$ cat config.mk
export PLATFORM = sky130hd
export DESIGN_NAME = l4_trigger_scheduler
export DESIGN_NICKNAME = d
export VERILOG_FILES = /design/src/rtl/l4_trigger_scheduler.sv
export SDC_FILE = /design/constraint.sdc
export NUM_CORES = 1
export LEC_CHECK = 0
export BUFFER_PORTS_ARGS = -buffer_cell sky130_fd_sc_hd__buf_2
export CORE_AREA = 2 2 157 82
export CTS_CLUSTER_SIZE = 20
export DETAILED_ROUTE_END_ITERATION = 8
export DIE_AREA = 0 0 159 84
export PLACE_DENSITY_LB_ADDON = 0.15
export SLEW_MARGIN = 30
export SYNTH_ARGS = -nofsm -noshare
export SYNTH_HDL_FRONTEND = slang
export SYNTH_SLANG_ARGS = --single-unit
$ cat constraint.sdc
create_clock -name clk_i -period 11.4 [get_ports clk_i]
set_input_delay 2.28 -clock clk_i [delete_from_list [all_inputs] [get_ports clk_i]]
set_output_delay 2.28 -clock clk_i [all_outputs]
set_load 0.1 [all_outputs]
$ cat src/rtl/l4_trigger_scheduler.sv
// l4_trigger_scheduler
// Delays each of the NUM_L4 L4 trigger sources by its programmed delay, then
// grants pending sources round-robin onto a single valid/ack trigger output
// carrying the source index and that source's latched pretrigger depth.
// Optional feature macro: L4_SCHED_DROP_COUNT_EN adds per-source saturating
// 16-bit drop counters (drop_count_o) with a synchronous clear input.
module l4_trigger_scheduler #(
  parameter int NUM_L4      = 5,
  parameter int PRETRG_BITS = 4,
  parameter int DELAY_BITS  = 8,
  parameter int SRC_BITS    = 3
) (
  input  logic                          clk_i,
  input  logic                          rst_i,
  input  logic [NUM_L4-1:0]             l4_i,
  input  logic [PRETRG_BITS*NUM_L4-1:0] pretrigger_vector_i,
  input  logic [DELAY_BITS*NUM_L4-1:0]  delay_vector_i,
  output logic                          trig_o,
  output logic [SRC_BITS-1:0]           trig_src_o,
  output logic [PRETRG_BITS-1:0]        trig_pretrigger_o,
  input  logic                          trig_ack_i,
  output logic [NUM_L4-1:0]             pending_o,
  output logic [NUM_L4-1:0]             drop_o
`ifdef L4_SCHED_DROP_COUNT_EN
  ,
  input  logic                          drop_count_clr_i,
  output logic [NUM_L4*16-1:0]          drop_count_o
`endif
);

  typedef enum logic [1:0] {
    ST_IDLE    = 2'd0,
    ST_DELAY   = 2'd1,
    ST_PENDING = 2'd2
  } src_state_t;

  // Round-robin arithmetic is done one bit wider so last_grant + i never overflows.
  localparam logic [SRC_BITS:0]   NUM_L4_W  = (SRC_BITS+1)'(NUM_L4);
  localparam logic [SRC_BITS-1:0] LAST_INIT = SRC_BITS'(NUM_L4 - 1);

  logic                   trig_reg;
  logic [SRC_BITS-1:0]    trig_src_reg;
  logic [PRETRG_BITS-1:0] trig_pretrg_reg;
  logic [SRC_BITS-1:0]    last_grant_reg;

  logic                   slot_free;
  logic                   grant_valid;
  logic [SRC_BITS-1:0]    grant_idx;

  logic [NUM_L4-1:0]      pending;
  logic [PRETRG_BITS-1:0] pretrg_lat [NUM_L4];

  assign slot_free         = !trig_reg || trig_ack_i;
  assign trig_o            = trig_reg;
  assign trig_src_o        = trig_src_reg;
  assign trig_pretrigger_o = trig_pretrg_reg;
  assign pending_o         = pending;

  // Round-robin search starting one past the last granted source, with wrap.
  always_comb begin
    logic [SRC_BITS:0] cand;
    logic              found;
    found     = 1'b0;
    grant_idx = '0;
    cand      = '0;
    for (int i = 1; i <= NUM_L4; i++) begin
      cand = {1'b0, last_grant_reg} + (SRC_BITS+1)'(i);
      if (cand >= NUM_L4_W) begin
        cand = cand - NUM_L4_W;
      end
      if (!found && pending[cand[SRC_BITS-1:0]]) begin
        found     = 1'b1;
        grant_idx = cand[SRC_BITS-1:0];
      end
    end
    grant_valid = found && slot_free;
  end

  // Output slot: load a new grant whenever the slot frees, hold while stalled.
  always_ff @(posedge clk_i) begin
    if (rst_i) begin
      trig_reg        <= 1'b0;
      trig_src_reg    <= '0;
      trig_pretrg_reg <= '0;
      last_grant_reg  <= LAST_INIT;
    end else if (slot_free) begin
      if (grant_valid) begin
        trig_reg        <= 1'b1;
        trig_src_reg    <= grant_idx;
        trig_pretrg_reg <= pretrg_lat[grant_idx];
        last_grant_reg  <= grant_idx;
      end else begin
        trig_reg <= 1'b0;
      end
    end
  end

  genvar gi;
  generate
    for (gi = 0; gi < NUM_L4; gi++) begin : g_src
      src_state_t             state_reg,  state_next;
      logic [DELAY_BITS-1:0]  count_reg,  count_next;
      logic [PRETRG_BITS-1:0] pretrg_reg, pretrg_next;
      logic                   drop_reg,   drop_next;
      logic                   grant_hit;

      assign grant_hit      = grant_valid && (grant_idx == SRC_BITS'(gi));
      assign pending[gi]    = (state_reg == ST_PENDING);
      assign pretrg_lat[gi] = pretrg_reg;
      assign drop_o[gi]     = drop_reg;

      // Per-source sequencing: capture on pulse, count down, wait for grant.
      always_comb begin
        state_next  = state_reg;
        count_next  = count_reg;
        pretrg_next = pretrg_reg;
        drop_next   = 1'b0;
        case (state_reg)
          ST_IDLE: begin
            if (l4_i[gi]) begin
              pretrg_next = pretrigger_vector_i[gi*PRETRG_BITS +: PRETRG_BITS];
              if (delay_vector_i[gi*DELAY_BITS +: DELAY_BITS] == '0) begin
                state_next = ST_PENDING;
              end else begin
                count_next = delay_vector_i[gi*DELAY_BITS +: DELAY_BITS];
                state_next = ST_DELAY;
              end
            end
          end
          ST_DELAY: begin
            drop_next  = l4_i[gi];
            count_next = count_reg - 1'b1;
            if (count_reg == DELAY_BITS'(1)) begin
              state_next = ST_PENDING;
            end
          end
          ST_PENDING: begin
            // A pulse coinciding with the grant is dropped too: the source is busy.
            drop_next = l4_i[gi];
            if (grant_hit) begin
              state_next = ST_IDLE;
            end
          end
          default: begin
            state_next = ST_IDLE;
          end
        endcase
      end

      // Per-source state register.
      always_ff @(posedge clk_i) begin
        if (rst_i) begin
          state_reg  <= ST_IDLE;
          count_reg  <= '0;
          pretrg_reg <= '0;
          drop_reg   <= 1'b0;
        end else begin
          state_reg  <= state_next;
          count_reg  <= count_next;
          pretrg_reg <= pretrg_next;
          drop_reg   <= drop_next;
        end
      end

`ifdef L4_SCHED_DROP_COUNT_EN
      logic [15:0] drop_cnt_reg;

      assign drop_count_o[gi*16 +: 16] = drop_cnt_reg;

      // Saturating drop counter; clear wins over a same-cycle increment.
      always_ff @(posedge clk_i) begin
        if (rst_i || drop_count_clr_i) begin
          drop_cnt_reg <= '0;
        end else if (drop_reg && (drop_cnt_reg != 16'hFFFF)) begin
          drop_cnt_reg <= drop_cnt_reg + 16'd1;
        end
      end
`endif
    end
  endgenerate

endmodule

* After elaboration in Yosys (flattened, before gate mapping)
Index checks and enable logic that the tools add are counted.
Storage, ports and cells: register bits after elaboration 86, logic and storage cells 222
Cells by class: add/sub/neg operators 15, $lt $le $gt $ge 11, equality and inequality tests 39, multiplexer cells 69, bitwise logic cells 6, reductions and logical operators 58
Operators with widths (count):
- 2-to-1 mux 8 bit | 10
- one-hot mux 8 bit (2 select lines) | 5
- == test 8 x 1 -> 1 bit (second input constant) | 5
- zero test 8 bit | 5
- 2-to-1 mux 2 bit | 20
- subtractor 8 x 1 -> 8 bit (second input constant) | 5
- 2-to-1 mux 3 bit | 10
- != test 2 bit (second input constant) | 15
- one-hot mux 2 bit (3 select lines) | 5
- AND reduction 3 bit | 10
- greater-or-equal comparator 4 x 3 -> 1 bit (second input constant) | 5
- less-than comparator 3 x 4 -> 1 bit (second input constant) | 5
- OR reduction 2 bit | 10
- binary-select mux 1 bit (select 3 bit) | 5
- subtractor 3 bit (second input constant) | 5
- binary-select mux 4 bit (select 3 bit) | 1
- AND reduction 2 bit | 6
- 2-to-1 mux 1 bit | 11
- == test 2 x 1 -> 1 bit (second input constant) | 5
- == test 2 bit (second input constant) | 5
- logical AND 1 bit | 10
- zero test 2 bit | 5
- != test 2 x 1 -> 1 bit (second input constant) | 5
- nonzero test 2 bit | 5
- 13 further kinds | 25

* Logic depth before layout (Yosys ltp)
word-level depth 22, mapped depth 17, gate-level depth less buffers 14

* Worst setup path after synthesis
OpenSTA, ideal clock, no wires.
path kind reg2reg, start point register trig_src_o[0] (netlist name), end point register g_src[1].state_reg[0], library setup time 0.101 ns, arrival time 3.885 ns, data required time 11.299 ns, slack 7.414 ns, cell stages (with the launch flop) 16, path buffers 3, period minus slack after synthesis 3.986 ns, cells stage by stage dfxtp_1 > buf_6 > inv_2 > buf_2 > ha_1 > ha_1 > buf_2 > a221oi_4 > nor4_1 > nor4_2 > a21boi_2 > nor4_2 > mux2i_1 > or4b_4 > a2111o_1 > o41ai_1
RTL lines:
- end signal, assigned | line 158 | state_reg <= state_next;
- end, declared | line 101 | src_state_t state_reg, state_next;

* Worst setup path in the final report
start point register last_grant_reg[2], end point register g_src[1].state_reg[0]
On the way: cells in the longest elaborated chain, start to end 22, elaborated cells on any way between the ends 53, those cells by class add/sub (10); order compare (5); eq/ne (2); mux (25); reduce/logical (11)
RTL lines:
- start, declared | line 44 | logic [SRC_BITS-1:0] last_grant_reg;
- start signal, assigned | line 91 | last_grant_reg <= grant_idx;
- adder 3 x 1 -> 4 bit | line 67 | cand = {1'b0, last_grant_reg} + (SRC_BITS+1)'(i);
- greater-or-equal comparator 4 x 3 -> 1 bit or subtractor 3 bit (tied branches) | line 68, 69
- 2-to-1 mux 3 bit | line 68 | if (cand >= NUM_L4_W) begin
- binary-select mux 1 bit (select 3 bit) | line 71 | if (!found && pending[cand[SRC_BITS-1:0]]) begin
- 2-to-1 mux 1 bit (not written as such) | line 71
- 2-to-1 mux 1 bit | line 71
- zero test 1 bit | line 71
- logical AND 1 bit | line 71
- [6 not listed]
- 2-to-1 mux 1 bit | line 71
- zero test 1 bit | line 71
- logical AND 1 bit | line 71
- 2-to-1 mux 3 bit or 2-to-1 mux 1 bit (tied branches) | line 71
- == test 3 x 1 -> 1 bit or logical AND 1 bit (tied branches) | line 107, 76
- logical AND 1 bit (*) | line 107 | assign grant_hit = grant_valid && (grant_idx == SRC_BITS'(gi));
- != test 2 x 1 -> 1 bit (no line) (*)
- AND reduction 3 bit (no line) (*)
Every way passes the cells marked *; elsewhere a longest branch is shown, timed or not. The select of a mux whose other input is x is not followed. A chain may end at the register's enable or synchronous reset.

==> results.json <==
{
  "endpoint_kind": "flop",
  "finalCritPeriodShare_pct": 40.48,
  "syn_area_per_cell_um2": 7.854,
  "grt_max_degree": 73,
  "synth_area_leaders": "dfxtp_1 (29%), ha_1 (7.4%), nand2_1 (6.3%), a21oi_1 (5.4%), mux2i_1 (3.4%)",
  "finalWeightedCongestion": 0.9189,
  "leakage_nw": 2.752,
  "drtIter0Drc": 455,
  "port_buffers": 85,
  "start_kind": "flop",
  "post-route-min-period_ns": 4.614,
  "clock_sinks": 84,
  "syn_area_um2": 5898,
  "ant_nets": 0,
  "fin_hold_ws_ns": 0.4590,
  "via_count": 5801,
  "ys_ff_latch": 84,
  "grt-ovfl-total": 0,
  "synth.distinct_cells": 81,
  "core_area_um2": 12190,
  "cts_tree": "done",
  "die_w_um": 159,
  "htreeDepth": 3,
  "timing.fmax_mhz": 216.7,
  "dr.pass1.iters": 5,
  "clock_latency_ns": 0.34,
  "synth_edf_count": 0,
  "num_antenna_cells": 0,
  "nNetsFinal": 907,
  "yosysWarnings": 0,
  "critical_path.max_fanout": 22,
  "die_area_um2": 13360,
  "layout_setup_ws_ns": 6.786,
  "syn_nets": 855,
  "power_density_nw_per_um2": 279.7,
  "cts.path.max_buffers": 2,
  "post_cts_buffers": 0,
  "final_core_util_pct": 54.56,
  "status": "finished, final reports clean",
  "cts_made_buffers": 9,
  "critical_path_arrival_ns": 4.84,
  "route.detailed.drc": 0,
  "synth_top_area_share_pct": 28.51,
  "skew_ns": 0.01221,
  "place_area_um2": 6340,
  "ios": 86,
  "ir_drop_mv": 0.09849,
  "synth_area_leader_cell": "dfxtp_1",
  "grt.total_usage_pct": 23.75,
  "start_util_pct": 48.38,
  "total_power_mw": 1.861,
  "grt_pass1_wl_um": 25920,
  "viasPerCell": 5.931,
  "num_rows": 29,
  "synthCells": 751,
  "pre_cts_slack_ns": 6.864,
  "root_buffer": "clkbuf_16",
  "path_class": "reg -> reg",
  "finalHoldViolations": 0,
  "fin_cells": 978,
  "setup_viol": 0,
  "largest_reg_flops": 40,
  "cts_hold_buf": 0,
  "grt_pass1_vias": 5128,
  "ys_seq_area_share_pct": 28.51,
  "crit_required_ns": 11.62,
  "async_flop_share_pct": 0,
  "wl_um": 16210,
  "fin_tns_setup_ns": 0,
  "ctsResizeCount": 0,
  "post-place-cells": 962,
  "slew_violations": 0,
  "drive_gt1_share_pct": 18.32,
  "drv_cap": 0,
  "wl_per_cell_um": 16.57,
  "min_path_type": "reg -> reg",
  "ys.flop_type": "dfxtp_1",
  "slew_headroom_pct": 43.68,
  "tightest_slew_ns": 0.8447,
  "antenna_found_initial": 1,
  "finalInstanceArea_um2": 6651,
  "rsz0062_at_grt": "false",
  "syn2layout_area_growth_pct": 12.77,
  "clkTransAtPathRegs_ns": 0.06,
  "dp_hpwl_um": 11970,
  "fp.dieH_um": 84
}
[Yosys cell counts (all sizes together), types with 3 or more instances]
master   count
a211o        3
a211oi      21
a21o         4
a21oi       65
a221oi      10
a22oi       15
a31oi        4
and2         3
and3        11
and4         3
buf         22
clkbuf      27
clkinv       4
dfxtp       84
ha          35
inv         42
mux2         8
mux2i       20
mux4         4
nand2       99
nand2b      10
nand3       28
nand3b       4
nand4b       4
nor2        51
nor2b       13
nor3        12
nor3b        3
nor4        16
o21ai       40
o221a        4
o22ai       13
o2bb2ai      3
o31ai       13
or3          7
or4          5
xnor2        3
[cells in the final DEF (no fill, tap or decap), types with 19 or more instances in the layout]
master,netlist,final
nor2_1,50,50
a21oi_1,64,64
ha_1,35,35
mux2i_1,20,19
dfxtp_1,84,84
o21ai_0,36,36
nand2_1,99,99
nand3_1,28,28
buf_2,8,85
inv_1,40,40
a211oi_1,21,21
[cell families (layout without fill, tap and decap cells)]
logic type / count (synthesis) / count (layout) / synth area share [%]
simple gates: 280 / 280 / 23.93
compound gates: 221 / 221 / 25.71
buf+inv: 95 / 152 / 7.064
flops: 84 / 84 / 28.51
fa+ha+maj: 36 / 36 / 7.764
mux: 32 / 32 / 6.449
xor+xnor: 3 / 3 / 0.5729
[worst max-delay path: stages, from the launching register on]
cell and delay (ns):
dfxtp_1 0.85, inv_1 0.21, ha_1 0.50, a221oi_4 0.42, nor4_1 0.13, nor4_2 0.51
a21boi_2 0.14, nor4_2 0.29, mux2i_1 0.21, buf_4 0.25, or4b_4 0.49, a2111o_1 0.39
o41ai_1 0.08
[where the power goes]
part           switching [mW]  internal [mW]  total [mW]  leakage [nW]
logic                   0.706          0.381        1.09          1.92
clock network           0.129          0.173       0.302         0.144
registers              0.0837          0.389       0.472         0.692
total                   0.918          0.943        1.86          2.75
[path summary, 6_finish.rpt]
| check | endpoint | depth (start not counted) | startpoint | slack [ns] |
|---|---|---|---|---|
| max | g_src[1].state_reg[0] | 12 | last_grant_reg[2] | 6.79 |
| max reg2reg | g_src[1].state_reg[0] | 12 | last_grant_reg[2] | 6.79 |
| min | g_src[0].pretrg_reg[1] | 2 | g_src[0].pretrg_reg[1] | 0.46 |
| min reg2reg | g_src[0].pretrg_reg[1] | 2 | g_src[0].pretrg_reg[1] | 0.46 |
[per-layer routing]
layer / track usage [%] / vias to the layer above / share of wire, %
met2: 33.20 / 205 / 40
met3: 6.011 / 18 / 7.4
met1: 36.14 / 2730 / 52
li1: - / 2846 / -
met5: 0 / - / 0.080
met4: 5.041 / 2 / 1.2
[cell type report]
class,count,area (µm²)
clock buffers,9,225.2
well taps,170,212.7
repair buffers,90,462.9
clock inverters,7,82.58
fillers,1180,5540
inverters,46,172.7
multi-input cells,572,3814
flip-flops and latches,84,1682
(Power assumes the default switching activity.)
